## src/rtl/seq_det_pkg.sv

```systemverilog
// -----------------------------------------------------------------------------
// seq_det_pkg
// Shared definitions for the parametrised sequence recognizer.
//   - DEFAULT_PATTERN : reset pattern for the default SYM_W=2 / LEN=4 build
//                       (oldest symbol in the most-significant slot).
//   - fill_w()        : width of the history fill counter (0..LEN-1).
//   - sym_slot()      : extracts symbol slot idx (0 = least significant)
//                       from a packed symbol vector.
// No ports (package). Optional feature macro used elsewhere:
// SEQ_DET_MATCH_CNT_EN.
// -----------------------------------------------------------------------------
package seq_det_pkg;

    localparam int DEF_SYM_W = 2;
    localparam int DEF_LEN   = 4;

    localparam logic [DEF_LEN*DEF_SYM_W-1:0] DEFAULT_PATTERN = 8'b00_01_00_01;

    // Upper bounds for the generic slot helper.
    localparam int MAX_VEC_W = 256;
    localparam int MAX_SYM_W = 32;

    // The fill counter holds 0..len-1, so clog2(len) bits suffice (len >= 2).
    function automatic int fill_w(input int len);
        return (len <= 2) ? 1 : $clog2(len);
    endfunction

    function automatic logic [MAX_SYM_W-1:0] sym_slot(
        input logic [MAX_VEC_W-1:0] vec,
        input int unsigned          idx,
        input int unsigned          sym_w
    );
        logic [MAX_VEC_W-1:0] mask;
        mask = (MAX_VEC_W'(1) << sym_w) - MAX_VEC_W'(1);
        return MAX_SYM_W'((vec >> (idx * sym_w)) & mask);
    endfunction

endpackage

```

## src/rtl/seq_det_sigma_omega.sv

```systemverilog
// -----------------------------------------------------------------------------
// seq_det_sigma_omega
// Purely combinational next-state (sigma) and output (omega) logic of the
// sequence recognizer.
// Ports:
//   pat_i      : current pattern register
//   hist_i     : last LEN-1 accepted symbols, newest in the LS slot
//   fill_i     : number of valid history symbols (saturates at LEN-1)
//   sym_i      : current input symbol
//   valid_i    : symbol qualifier
//   overlap_i  : 1 = overlapping matches allowed
//   pat_we_i   : pattern load strobe
//   pat_in_i   : pattern to load
//   match_o    : Mealy match flag
//   pat_d_o, hist_d_o, fill_d_o : next-state values
// -----------------------------------------------------------------------------
module seq_det_sigma_omega
    import seq_det_pkg::*;
#(
    parameter int SYM_W  = 2,
    parameter int LEN    = 4,
    parameter int FILL_W = fill_w(LEN)
) (
    input  logic [LEN*SYM_W-1:0]     pat_i,
    input  logic [(LEN-1)*SYM_W-1:0] hist_i,
    input  logic [FILL_W-1:0]        fill_i,
    input  logic [SYM_W-1:0]         sym_i,
    input  logic                     valid_i,
    input  logic                     overlap_i,
    input  logic                     pat_we_i,
    input  logic [LEN*SYM_W-1:0]     pat_in_i,
    output logic                     match_o,
    output logic [LEN*SYM_W-1:0]     pat_d_o,
    output logic [(LEN-1)*SYM_W-1:0] hist_d_o,
    output logic [FILL_W-1:0]        fill_d_o
);

    localparam logic [FILL_W-1:0] FILL_MAX = FILL_W'(LEN - 1);

    logic [LEN*SYM_W-1:0] cand;
    logic                 full;

    assign cand = {hist_i, sym_i};
    assign full = (fill_i == FILL_MAX);

    always_comb begin
        // A load cycle never reports a match: the old pattern is being replaced.
        match_o  = valid_i & ~pat_we_i & full & (cand == pat_i);
        pat_d_o  = pat_i;
        hist_d_o = hist_i;
        fill_d_o = fill_i;
        if (pat_we_i) begin
            pat_d_o  = pat_in_i;
            hist_d_o = '0;
            fill_d_o = '0;
        end else if (valid_i) begin
            // Drop the oldest symbol of the candidate window.
            hist_d_o = cand[(LEN-1)*SYM_W-1:0];
            if (match_o && !overlap_i) begin
                // Non-overlapping: the matched symbols cannot start a new match.
                fill_d_o = '0;
            end else if (!full) begin
                fill_d_o = fill_i + 1'b1;
            end
        end
    end

endmodule

```

## src/rtl/seq_det_param.sv

```systemverilog
// -----------------------------------------------------------------------------
// seq_det_param
// Parametrised Mealy sequence recognizer. Flags each occurrence of a
// runtime-loadable LEN-symbol pattern on the cycle its last symbol arrives.
// Ports:
//   clock    : rising-edge clock
//   reset    : asynchronous, active-high reset
//   in       : current input symbol (SYM_W bits)
//   in_valid : symbol qualifier; invalid cycles are transparent gaps
//   overlap  : 1 = overlapping matches, 0 = non-overlapping
//   pat_we   : pattern load strobe (clears history)
//   pat_in   : new pattern, oldest symbol in MS slot
//   cnt_clr  : synchronous clear of the match counter
//   out      : match flag (combinational)
//   cnt      : saturating match count
// Optional feature: define SEQ_DET_MATCH_CNT_EN to build the match counter;
// otherwise cnt is tied to zero and cnt_clr is ignored.
// -----------------------------------------------------------------------------
module seq_det_param
    import seq_det_pkg::*;
#(
    parameter int                   SYM_W   = 2,
    parameter int                   LEN     = 4,
    parameter logic [LEN*SYM_W-1:0] PATTERN = DEFAULT_PATTERN,
    parameter int                   CNT_W   = 8
) (
    input  logic                 clock,
    input  logic                 reset,
    input  logic [SYM_W-1:0]     in,
    input  logic                 in_valid,
    input  logic                 overlap,
    input  logic                 pat_we,
    input  logic [LEN*SYM_W-1:0] pat_in,
    input  logic                 cnt_clr,
    output logic                 out,
    output logic [CNT_W-1:0]     cnt
);

    localparam int FILL_W = fill_w(LEN);

    logic [LEN*SYM_W-1:0]     pat_q,  pat_d;
    logic [(LEN-1)*SYM_W-1:0] hist_q, hist_d;
    logic [FILL_W-1:0]        fill_q, fill_d;

    // While reset is held, fill_q is 0, which alone forces out low.
    seq_det_sigma_omega #(
        .SYM_W  (SYM_W),
        .LEN    (LEN),
        .FILL_W (FILL_W)
    ) u_sigma_omega (
        .pat_i     (pat_q),
        .hist_i    (hist_q),
        .fill_i    (fill_q),
        .sym_i     (in),
        .valid_i   (in_valid),
        .overlap_i (overlap),
        .pat_we_i  (pat_we),
        .pat_in_i  (pat_in),
        .match_o   (out),
        .pat_d_o   (pat_d),
        .hist_d_o  (hist_d),
        .fill_d_o  (fill_d)
    );

    always_ff @(posedge clock or posedge reset) begin
        if (reset) begin
            pat_q  <= PATTERN;
            hist_q <= '0;
            fill_q <= '0;
        end else begin
            pat_q  <= pat_d;
            hist_q <= hist_d;
            fill_q <= fill_d;
        end
    end

`ifdef SEQ_DET_MATCH_CNT_EN
    logic [CNT_W-1:0] cnt_q, cnt_d;

    always_comb begin
        cnt_d = cnt_q;
        if (cnt_clr) begin
            cnt_d = '0;
        end else if (out && (cnt_q != '1)) begin
            cnt_d = cnt_q + 1'b1;
        end
    end

    always_ff @(posedge clock or posedge reset) begin
        if (reset) begin
            cnt_q <= '0;
        end else begin
            cnt_q <= cnt_d;
        end
    end

    assign cnt = cnt_q;
`else
    logic unused_cnt_clr;
    assign unused_cnt_clr = cnt_clr;
    assign cnt            = '0;
`endif

endmodule

```

## config.mk

```make
export PLATFORM = sky130hd
export DESIGN_NAME = seq_det_param
export DESIGN_NICKNAME = d
export VERILOG_FILES = /design/src/rtl/seq_det_pkg.sv /design/src/rtl/seq_det_sigma_omega.sv /design/src/rtl/seq_det_param.sv
export SDC_FILE = /design/constraint.sdc
export NUM_CORES = 1
export LEC_CHECK = 0
export CORE_MARGIN = 1
export CORE_UTILIZATION = 35
export DETAILED_ROUTE_END_ITERATION = 10
export PLACE_DENSITY = 0.71
export SETUP_SLACK_MARGIN = 0.2
export SYNTH_ARGS = -nofsm -noshare
export SYNTH_HDL_FRONTEND = slang
export SYNTH_SLANG_ARGS = --single-unit
```

## constraint.sdc

```tcl
create_clock -name clock -period 1.33 [get_ports clock]
set_input_delay 0.1995 -clock clock [delete_from_list [all_inputs] [get_ports clock]]
set_output_delay 0.1995 -clock clock [all_outputs]
set_load 0.005 [all_outputs]
```

# Word-level counts from Yosys, hierarchy flattened
# Cells that the tools add are included.
# totals
mem_count,0
input_bits,16
latch_bits,0
word_cells,21
reg_bits,16
ramBits,0
output_inout_bits,9
romBits,0
# op_classes
bitwise,4
shifts,0
addsub,1
magnitude_cmp,0
mul,0
mux,6
reduce_logical,4
eq_ne,3
div,0
# op_table
operator,n
2-to-1 mux 6 bit,2
== test 8 bit,1
2-to-1 mux 2 bit,4
bitwise AND 1 bit,3
"inequality test 3 bit, second input constant",1
"adder 2 x 1 -> 2 bit, second input constant",1
"== test 2 bit, second input constant",1
AND reduction 2 bit,1
nonzero test 2 bit,1
logical AND 1 bit,1
zero test 1 bit,1
inverter 1 bit,1

# Logic depth before layout (Yosys ltp)
# Gate-level depths: netlist (run 1).
# depth
word_depth,8
ltp_mapped,5
ltp_nobuf,5

# Hierarchy
# A second synthesis (run 1) with hierarchy kept.
# unflattened
cells_unflattened,72
hier_area_um2,834.6
# modules_own_cells
module,n_inst,area_each_um2,cells_per_inst,seq_area_each_um2
seq_det_param,1,470.5,26,402.9
seq_det_sigma_omega,1,364.1,46,0.0

# Worst setup path before layout (run 1)
# OpenSTA, ideal clock, no wires.
# synth_timing
kind,reg2reg
start,register pat_q[4]
end,register fill_q[1]
period_less_slack_ns,1.472
path_buffers,0
setup_ns,0.127
t_required_ns,1.203
arrival_ns,1.345
setup_slack_ns,-0.142
stages_incl_launch_ff,6
path_cell_list,dfstp_2 > xnor2_1 > nand4_1 > nor4_2 > a31oi_1 > mux2i_1
# synth_via
elab_chain_len,6
elab_cells_between_ends,8
classes_between,eq/ne (2); mux (3); bitwise (1); reduce/logical (2)
# synth_lines
item,line,rtl
"start, declared",seq_det_param.sv:41,"logic [LEN*SYM_W-1:0] pat_q, pat_d;"
"start signal, assigned",seq_det_param.sv:71,pat_q <= pat_d;
== test 8 bit *,seq_det_sigma_omega.sv:48,match_o = valid_i & ~pat_we_i & full & (cand == pat_i);
bitwise AND 1 bit *,seq_det_sigma_omega.sv:48,
via out,seq_det_param.sv:35,"output logic out,"
logical AND 1 bit *,seq_det_sigma_omega.sv:59,if (match_o && !overlap_i) begin
2-to-1 mux 2 bit,seq_det_sigma_omega.sv:59,
2-to-1 mux 2 bit,seq_det_sigma_omega.sv:56,end else if (valid_i) begin
2-to-1 mux 2 bit,seq_det_sigma_omega.sv:52,if (pat_we_i) begin
"end signal, assigned",seq_det_param.sv:73,fill_q <= fill_d;
"end, declared",seq_det_param.sv:43,"logic [FILL_W-1:0] fill_q, fill_d;"
# Mark *: on every way through the listed nets, which the timed path passes. The rest lies on a longest branch. The select of a mux whose other input is x is not followed.
# A chain may end at the register's enable or synchronous reset.

# Worst setup path after layout (run 1)
# layout_timing
start,register pat_q[4]
end,output out
# layout_via
elab_chain_len,2
# layout_lines
item,line
== test 8 bit,seq_det_sigma_omega.sv:48
bitwise AND 1 bit,seq_det_sigma_omega.sv:48
"end, declared",seq_det_param.sv:35
# Every way passes these cells.

==> out/qor.csv, run 1 <==
stage;metric;value;unit
sta;Setup TNS;-0.598;ns
layout;Reg area;403;µm²
cts;clock-pin slew on the worst setup and hold paths;0.09;ns
synthesis;Synth Warn #;0;
synthesis;average size of a mapped cell;12.1;µm²
power_and_ir_drop;Clk network pwr share;29.0;%
sta;setup violators final;3;
synthesis;Synth Flop Type;dfrtp_1;
cts;CTS buffer count;3;
place;PortBufs;15;
synthesis;Synth top cells by count;dfrtp_1 (14), xnor2_1 (9), buf_4 (8);
floorplan;die span in x;51.2;µm
grt;antenna violations before repair;0;
layout;diode count;0;
critical_path;critical path class;flip-flop to output port;
layout;# nets final;113;
power_and_ir_drop;Logic pwr share;19.3;%
detailed_routing;DR DRC count;0;
layout;design area;1130;µm²
synthesis;synth unique cells;20;
grt;vias in the first global route;588;
floorplan;Initial Util;37.5;%
critical_path;crit-path max FO;2;
sta;RSZ-0062 raised after global routing;yes;
synthesis;synth top area cells;dfrtp_1 (41%), xnor2_1 (9.3%), mux2i_1 (8.3%);
flow_run;Max-cap violations;0;
place;DP HPWL;1060;µm
sta;period utilization;125;%
critical_path;Arr. time, crit path;1.46;ns
detailed_routing;final WL;1420;µm
place;Placed Area;1050;µm²
detailed_routing;Vias/cell;4.61;
detailed_routing;drt wl/cell;11.5;µm
sta;max-slew violation count;0;
floorplan;DIE HEIGHT;51.2;µm
cts;CTS tree;yes;
power_and_ir_drop;Power Density;953;nW/µm²
sta;final worst setup slack;-0.334;ns
layout;# fillers;230;
synthesis;async set or reset register ratio after synthesis;100;%
critical_path;CP endpoint kind;output port;
power_and_ir_drop;LEAKAGE;0.521;nW
place;Placed Cells;118;
grt;gr usage total;13.2;%
synthesis;Synth Register Bits;16;
power_and_ir_drop;Sequential Power Share;51.8;%
layout;Synth-to-Final Area Change;33.1;%
sta;Fmax;601;MHz
synthesis;sequential share of the synthesized area;47.6;%
synthesis;Cell Area, Synth;846;µm²
cts;Hold-fix buffers, CTS;0;
detailed_routing;DRT iter0 DRCs;2;
grt;gr ovfl total;0;
floorplan;I/O pin total;25;
critical_path;Setup crit start kind;flip-flop;
sta;Hold Fails Final Rpt;0;
synthesis;Mapped Cells;70;
floorplan;die area;2620;µm²
cts;Root Buffer;clkbuf_4;
power_and_ir_drop;Net Sw Power;0.253;mW
power_and_ir_drop;Max VDD drop;606;µV
place;Final Wtd Congestion;0.678;
detailed_routing;detailed-route via count;567;
grt;first-pass GRT wire length;2550;µm
synthesis;most frequent cell after synthesis;dfrtp_1;
run_status;failing checks;negative setup slack;
run_status;outcome;finished with violations;
synthesis;Post-synth EDFFs;0;
power_and_ir_drop;Net Sw Frac;23.6;%
layout;share of layout cells above drive strength 1;27.4;%
layout;Non-Filler Instances;123;
detailed_routing;total iterations of the first detailed-routing run;2;
synthesis;post-synth top area share;41.4;%
grt;largest net degree at the start of global routing;18;
sta;Period minus WS final;1.66;ns
critical_path;CP Data Required Time;1.13;ns
floorplan;total core area;2250;µm²
layout;Multi-input gate area;414;µm²
cts;CTS max path bufs;2;
cts;Clk Latency, worst-skew pair;0.28;ns
power_and_ir_drop;internal power;0.821;mW
cts;htree depth;1;
detailed_routing;post-route ant nets;0;
synthesis;Synth area leader;dfrtp_1;
cts;CTS Sinks;16;
sta;skew final;0.00452;ns
sta;hold slack;0.209;ns
floorplan;row count;17;
worst_hold_path;min-delay worst type;input port to async pin;
[layer usage]
| layer | wire length [µm] | global-route usage [%] | share of wire [%] |
|---|---|---|---|
| met3 | 62 | 2.68 | 4.4 |
| met1 | 618 | 16.0 | 44 |
| met2 | 727 | 23.0 | 51 |
| met5 | 0 | 0 | 0 |
| met4 | 10 | 4.17 | 0.70 |
[stage by stage]
step | total power, mW | worst slack, ns | util [%]
after floorplan | 0.695 | -0.00699 | -
after global placement | 0.749 | -0.600 | 46.4
after detailed placement | 0.756 | -0.624 | 46.4
after CTS | 1.08 | -0.330 | 48.5
after global routing | 1.15 | -0.483 | 49.9
final | 1.07 | -0.334 | 49.9
[what timing repair did]
item,in CTS,in global routing
setup buffers,0,1
pin swaps,4,1
gates resized for setup,6,5
setup endpoints to repair,9,11
[flip-flops by register name, summed over array words and instances, names as in the netlist]
signal and flops:
pat_q 8, hist_q 6, fill_q 2
[cells by family (layout without fill, tap and decap cells)]
group,Yosys count,after routing,synth area share [%]
adders and majority gates,1,1,1.48
AOI/OAI and AO/OA,2,2,1.78
other,1,8,0.443
and+or+nand+nor,13,13,9.32
buffers and inverters,13,31,11.1
xor gates and xnor gates,9,9,9.32
muxes,15,15,18.9
DFF,16,16,47.6
[layout by cell type, fill, tap and decap left out, drive strengths merged]
| master | instances |
|---|---|
| dlymetal6s2s | 1 |
| clkbuf | 4 |
| a311oi | 1 |
| conb | 8 |
| dfrtp | 14 |
| clkdlybuf4s50 | 13 |
| nand4 | 1 |
| a31oi | 1 |
| nor4 | 1 |
| mux2 | 8 |
| nor2 | 6 |
| buf | 11 |
| nand3 | 2 |
| or2b | 2 |
| and2b | 1 |
| ha | 1 |
| dfstp | 2 |
| mux2i | 7 |
| xnor2 | 9 |
| inv | 2 |
[final timing paths]
kind	start	endpoint	slack, ns	cells past startpoint
setup / recovery	pat_q[4]$_DFFE_PP1P_	out	-0.33	4
hold / removal	reset	pat_q[6]$_DFFE_PP0P_	0.21	3
setup reg to reg	pat_q[4]$_DFFE_PP1P_	fill_q[1]$_DFFE_PP0P_	-0.18	6
hold reg to reg	pat_q[3]$_DFFE_PP0P_	pat_q[3]$_DFFE_PP0P_	0.52	1
max in group asynchronous	reset	pat_q[4]$_DFFE_PP1P_	0.88	3
min in group clock	pat_we	hist_q[4]$_DFFE_PP0P_	0.37	3
[power groups by stage]
stage	combinational, mW	clock [mW]	sequential, mW
after floorplan	0.138	0	0.557
after global placement	0.188	0	0.561
after detailed placement	0.193	0	0.563
after CTS	0.199	0.323	0.554
after global routing	0.231	0.354	0.563
final	0.207	0.311	0.556
[area by class of cell]
type                            count  share of cell area (%)
Inverter                            2                   0.667
Multi-Input combinational cell     48                    36.8
Sequential cell                    16                    35.8
Tap cell                           28                    3.11
Timing Repair Buffer               25                    20.4
Clock buffer                        4                    3.22
[critical path, cell delays in order (launching register included)]
cell     delay (ns)
dfstp_2        0.56
xnor2_2        0.11
nand4_1        0.18
nor4_4         0.18
buf_2          0.15
Note: power is estimated with default switching activity, not from simulation.
==> run 2: changes to the inputs <==
--- a/config.mk
+++ b/config.mk
@@ -5,10 +5,12 @@
 export SDC_FILE = /design/constraint.sdc
 export NUM_CORES = 1
 export LEC_CHECK = 0
+export CORE_ASPECT_RATIO = 0.8
 export CORE_MARGIN = 1
 export CORE_UTILIZATION = 35
 export DETAILED_ROUTE_END_ITERATION = 10
 export PLACE_DENSITY = 0.71
+export REMOVE_ABC_BUFFERS = 1
 export SETUP_SLACK_MARGIN = 0.2
 export SYNTH_ARGS = -nofsm -noshare
 export SYNTH_HDL_FRONTEND = slang
==> out/qor.csv, run 2 (same netlist as run 1, synthesis figures left out) <==
stage;metric;value;unit;change
run_status;outcome;finished with violations;;unchanged
run_status;failing checks;design-rule violations, negative setup slack;;was negative setup slack
critical_path;critical path class;flip-flop to output port;;unchanged
floorplan;Initial Util;38.2;%;was 37.5%
critical_path;Worst R2R Setup Slack;-0.21;ns;was -0.18 ns
floorplan;total core area;2210;µm²;was 2250 µm²
layout;design area;1110;µm²;was 1130 µm²
power_and_ir_drop;Net Sw Frac;23.8;%;was 23.6%
cts;clock-pin slew on the worst setup and hold paths;0.09;ns;about the same
cts;CTS Sinks;16;;unchanged
critical_path;worst reg2reg endpoint;fill_q[1]$_DFFE_PP0P_;;unchanged
power_and_ir_drop;overall power;1.08;mW;was 1.07 mW
critical_path;crit-path max FO;2;;unchanged
power_and_ir_drop;Max VDD drop;742;µV;was 606 µV
layout;Synth-to-Final Area Change;31.2;%;was 33.1%
floorplan;die area;2620;µm²;about the same
critical_path;crit path to;out;;unchanged
sta;Hold Fails Final Rpt;0;;unchanged
place;PortBufs;15;;unchanged
floorplan;die span in x;57.0;µm;was 51.2 µm
power_and_ir_drop;Clk network pwr share;29.4;%;was 29.0%
power_and_ir_drop;Sequential Power Share;51.5;%;was 51.8%
critical_path;Arr. time, crit path;1.43;ns;was 1.46 ns
sta;skew final;0.00504;ns;was 0.00452 ns
grt;antenna violations before repair;0;;unchanged
layout;share of layout cells above drive strength 1;27.4;%;unchanged
detailed_routing;DRT iter0 DRCs;12;;was 2
layout;Top reg by flops;pat_q;;unchanged
floorplan;row count;15;;was 17
sta;Fmax;613;MHz;was 601 MHz
layout;diode count;0;;unchanged
critical_path;Setup crit start kind;flip-flop;;unchanged
critical_path;CP Launch Point;pat_q[0]$_DFFE_PP1P_;;was pat_q[4]$_DFFE_PP1P_
power_and_ir_drop;Logic pwr share;19.0;%;was 19.3%
power_and_ir_drop;Net Sw Power;0.256;mW;was 0.253 mW
detailed_routing;post-route ant nets;0;;unchanged
sta;Period minus WS final;1.63;ns;was 1.66 ns
critical_path;CP Data Required Time;1.13;ns;about the same
cts;CTS buffer count;3;;unchanged
cts;Clk Latency, worst-skew pair;0.28;ns;about the same
place;Placed Area;1030;µm²;was 1050 µm²
floorplan;DIE HEIGHT;46.0;µm;was 51.2 µm
layout;max reg flops;8;;unchanged
place;Final Wtd Congestion;0.680;;was 0.678
floorplan;I/O pin total;25;;unchanged
sta;setup violators final;3;;unchanged
cts;htree depth;1;;unchanged
cts;Hold-fix buffers, CTS;0;;unchanged
power_and_ir_drop;internal power;0.820;mW;was 0.821 mW
detailed_routing;final WL;1400;µm;was 1420 µm
worst_hold_path;min-delay worst type;input port to async pin;;unchanged
critical_path;CP endpoint kind;output port;;unchanged
layout;Top Registers;pat_q x8, hist_q x6, fill_q x2;;unchanged
detailed_routing;total iterations of the first detailed-routing run;8;;was 2
cts;Root Buffer;clkbuf_4;;unchanged
grt;largest net degree at the start of global routing;18;;unchanged
critical_path;worst reg2reg path startpoint;pat_q[0]$_DFFE_PP1P_;;was pat_q[4]$_DFFE_PP1P_
place;DP Worst Slack;-0.693;ns;was -0.624 ns
detailed_routing;Vias/cell;4.58;;was 4.61
detailed_routing;detailed-route via count;550;;was 567
sta;RSZ-0062 raised after global routing;yes;;unchanged
sta;max-slew violation count;0;;unchanged
cts;CTS max path bufs;2;;unchanged
power_and_ir_drop;Power Density;970;nW/µm²;was 953 nW/µm²
layout;most frequent cells in the layout;dfrtp_1 (14), clkdlybuf4s50_1 (14), xnor2_1 (8), conb_1 (8), buf_4 (8);;was dfrtp_1 (14), clkdlybuf4s50_1 (13), buf_4 (9)
grt;gr ovfl total;0;;unchanged
layout;# nets final;113;;unchanged
grt;first-pass GRT wire length;2480;µm;was 2550 µm
grt;vias in the first global route;543;;was 588
flow_run;Max-cap violations;0;;unchanged
grt;gr usage total;13.0;%;was 13.2%
sta;period utilization;123;%;was 125%
critical_path;Worst Reg-to-Reg Cells;7;;was 6
sta;final worst setup slack;-0.302;ns;was -0.334 ns
detailed_routing;DR DRC count;6;;was 0
cts;CTS tree;yes;;unchanged
sta;Setup TNS;-0.627;ns;was -0.598 ns
power_and_ir_drop;LEAKAGE;0.501;nW;was 0.521 nW
place;DP HPWL;1090;µm;was 1060 µm
detailed_routing;drt wl/cell;11.7;µm;was 11.5 µm
-- run 2: cell types whose count changed in the layout (fill, tap and decap cells not counted), sizes merged --
cell	change
clkdlybuf4s50	+1
dlymetal6s2s	-1
-- run 2: layout make-up --
cell class | count | area (µm²)
Tap cell | 25 | 31.3
Multi-Input combinational cell | 48 | 404
Fill cell | 212 | 1100
Clock buffer | 4 | 36.3
Inverter | 2 | 7.51
Sequential cell | 16 | 403
Timing Repair Buffer | 25 | 228
-- run 2: power by group through the flow --
stage / registers (mW) / logic, mW / clock network [mW]
after floorplan: 0.557 / 0.100 / 0
after global placement: 0.562 / 0.187 / 0
after detailed placement: 0.564 / 0.192 / 0
after CTS: 0.555 / 0.206 / 0.324
after global routing: 0.559 / 0.227 / 0.362
final: 0.554 / 0.205 / 0.317
-- run 2: per-stage QoR --
step           util (%)  std cells  hold WS (ns)
2_1_floorplan         -         66         0.112
3_3_place_gp       46.7        115         0.450
3_5_place_dp       46.7        115         0.443
4_1_cts            50.1        120         0.141
5_1_grt            50.1        120         0.168
6_report           50.1        120         0.131
-- run 2: worst min path at each step --
stage,startpoint,end,cells past startpoint
floorplan,reset,fill_q[0]$_DFFE_PP0P_,1
global placement,reset,hist_q[0]$_DFFE_PP0P_,2
detailed placement,reset,hist_q[0]$_DFFE_PP0P_,2
CTS,reset,hist_q[0]$_DFFE_PP0P_,2
global route,reset,fill_q[0]$_DFFE_PP0P_,2
finish,reset,hist_q[0]$_DFFE_PP0P_,2
-- run 2: what timing repair did --
item	in CTS	in global routing
setup buffers	1	0
gates resized for setup	10	0
setup endpoints to repair	5	3
pin swaps	5	0
-- run 2: critical path, cell delays in order, from the launching register on --
cell     delay, ns
dfstp_2       0.56
xnor2_2       0.12
nand4_1       0.13
nor4_2        0.19
buf_2         0.16
-- run 2: metal layers --
layer	up-vias	part of all wire [%]	GRT usage, %
met5	-	0	0
li1	268	-	-
met2	17	44	21.4
met4	0	0	1.46
met1	265	49	17.0
met3	0	6.1	5.11
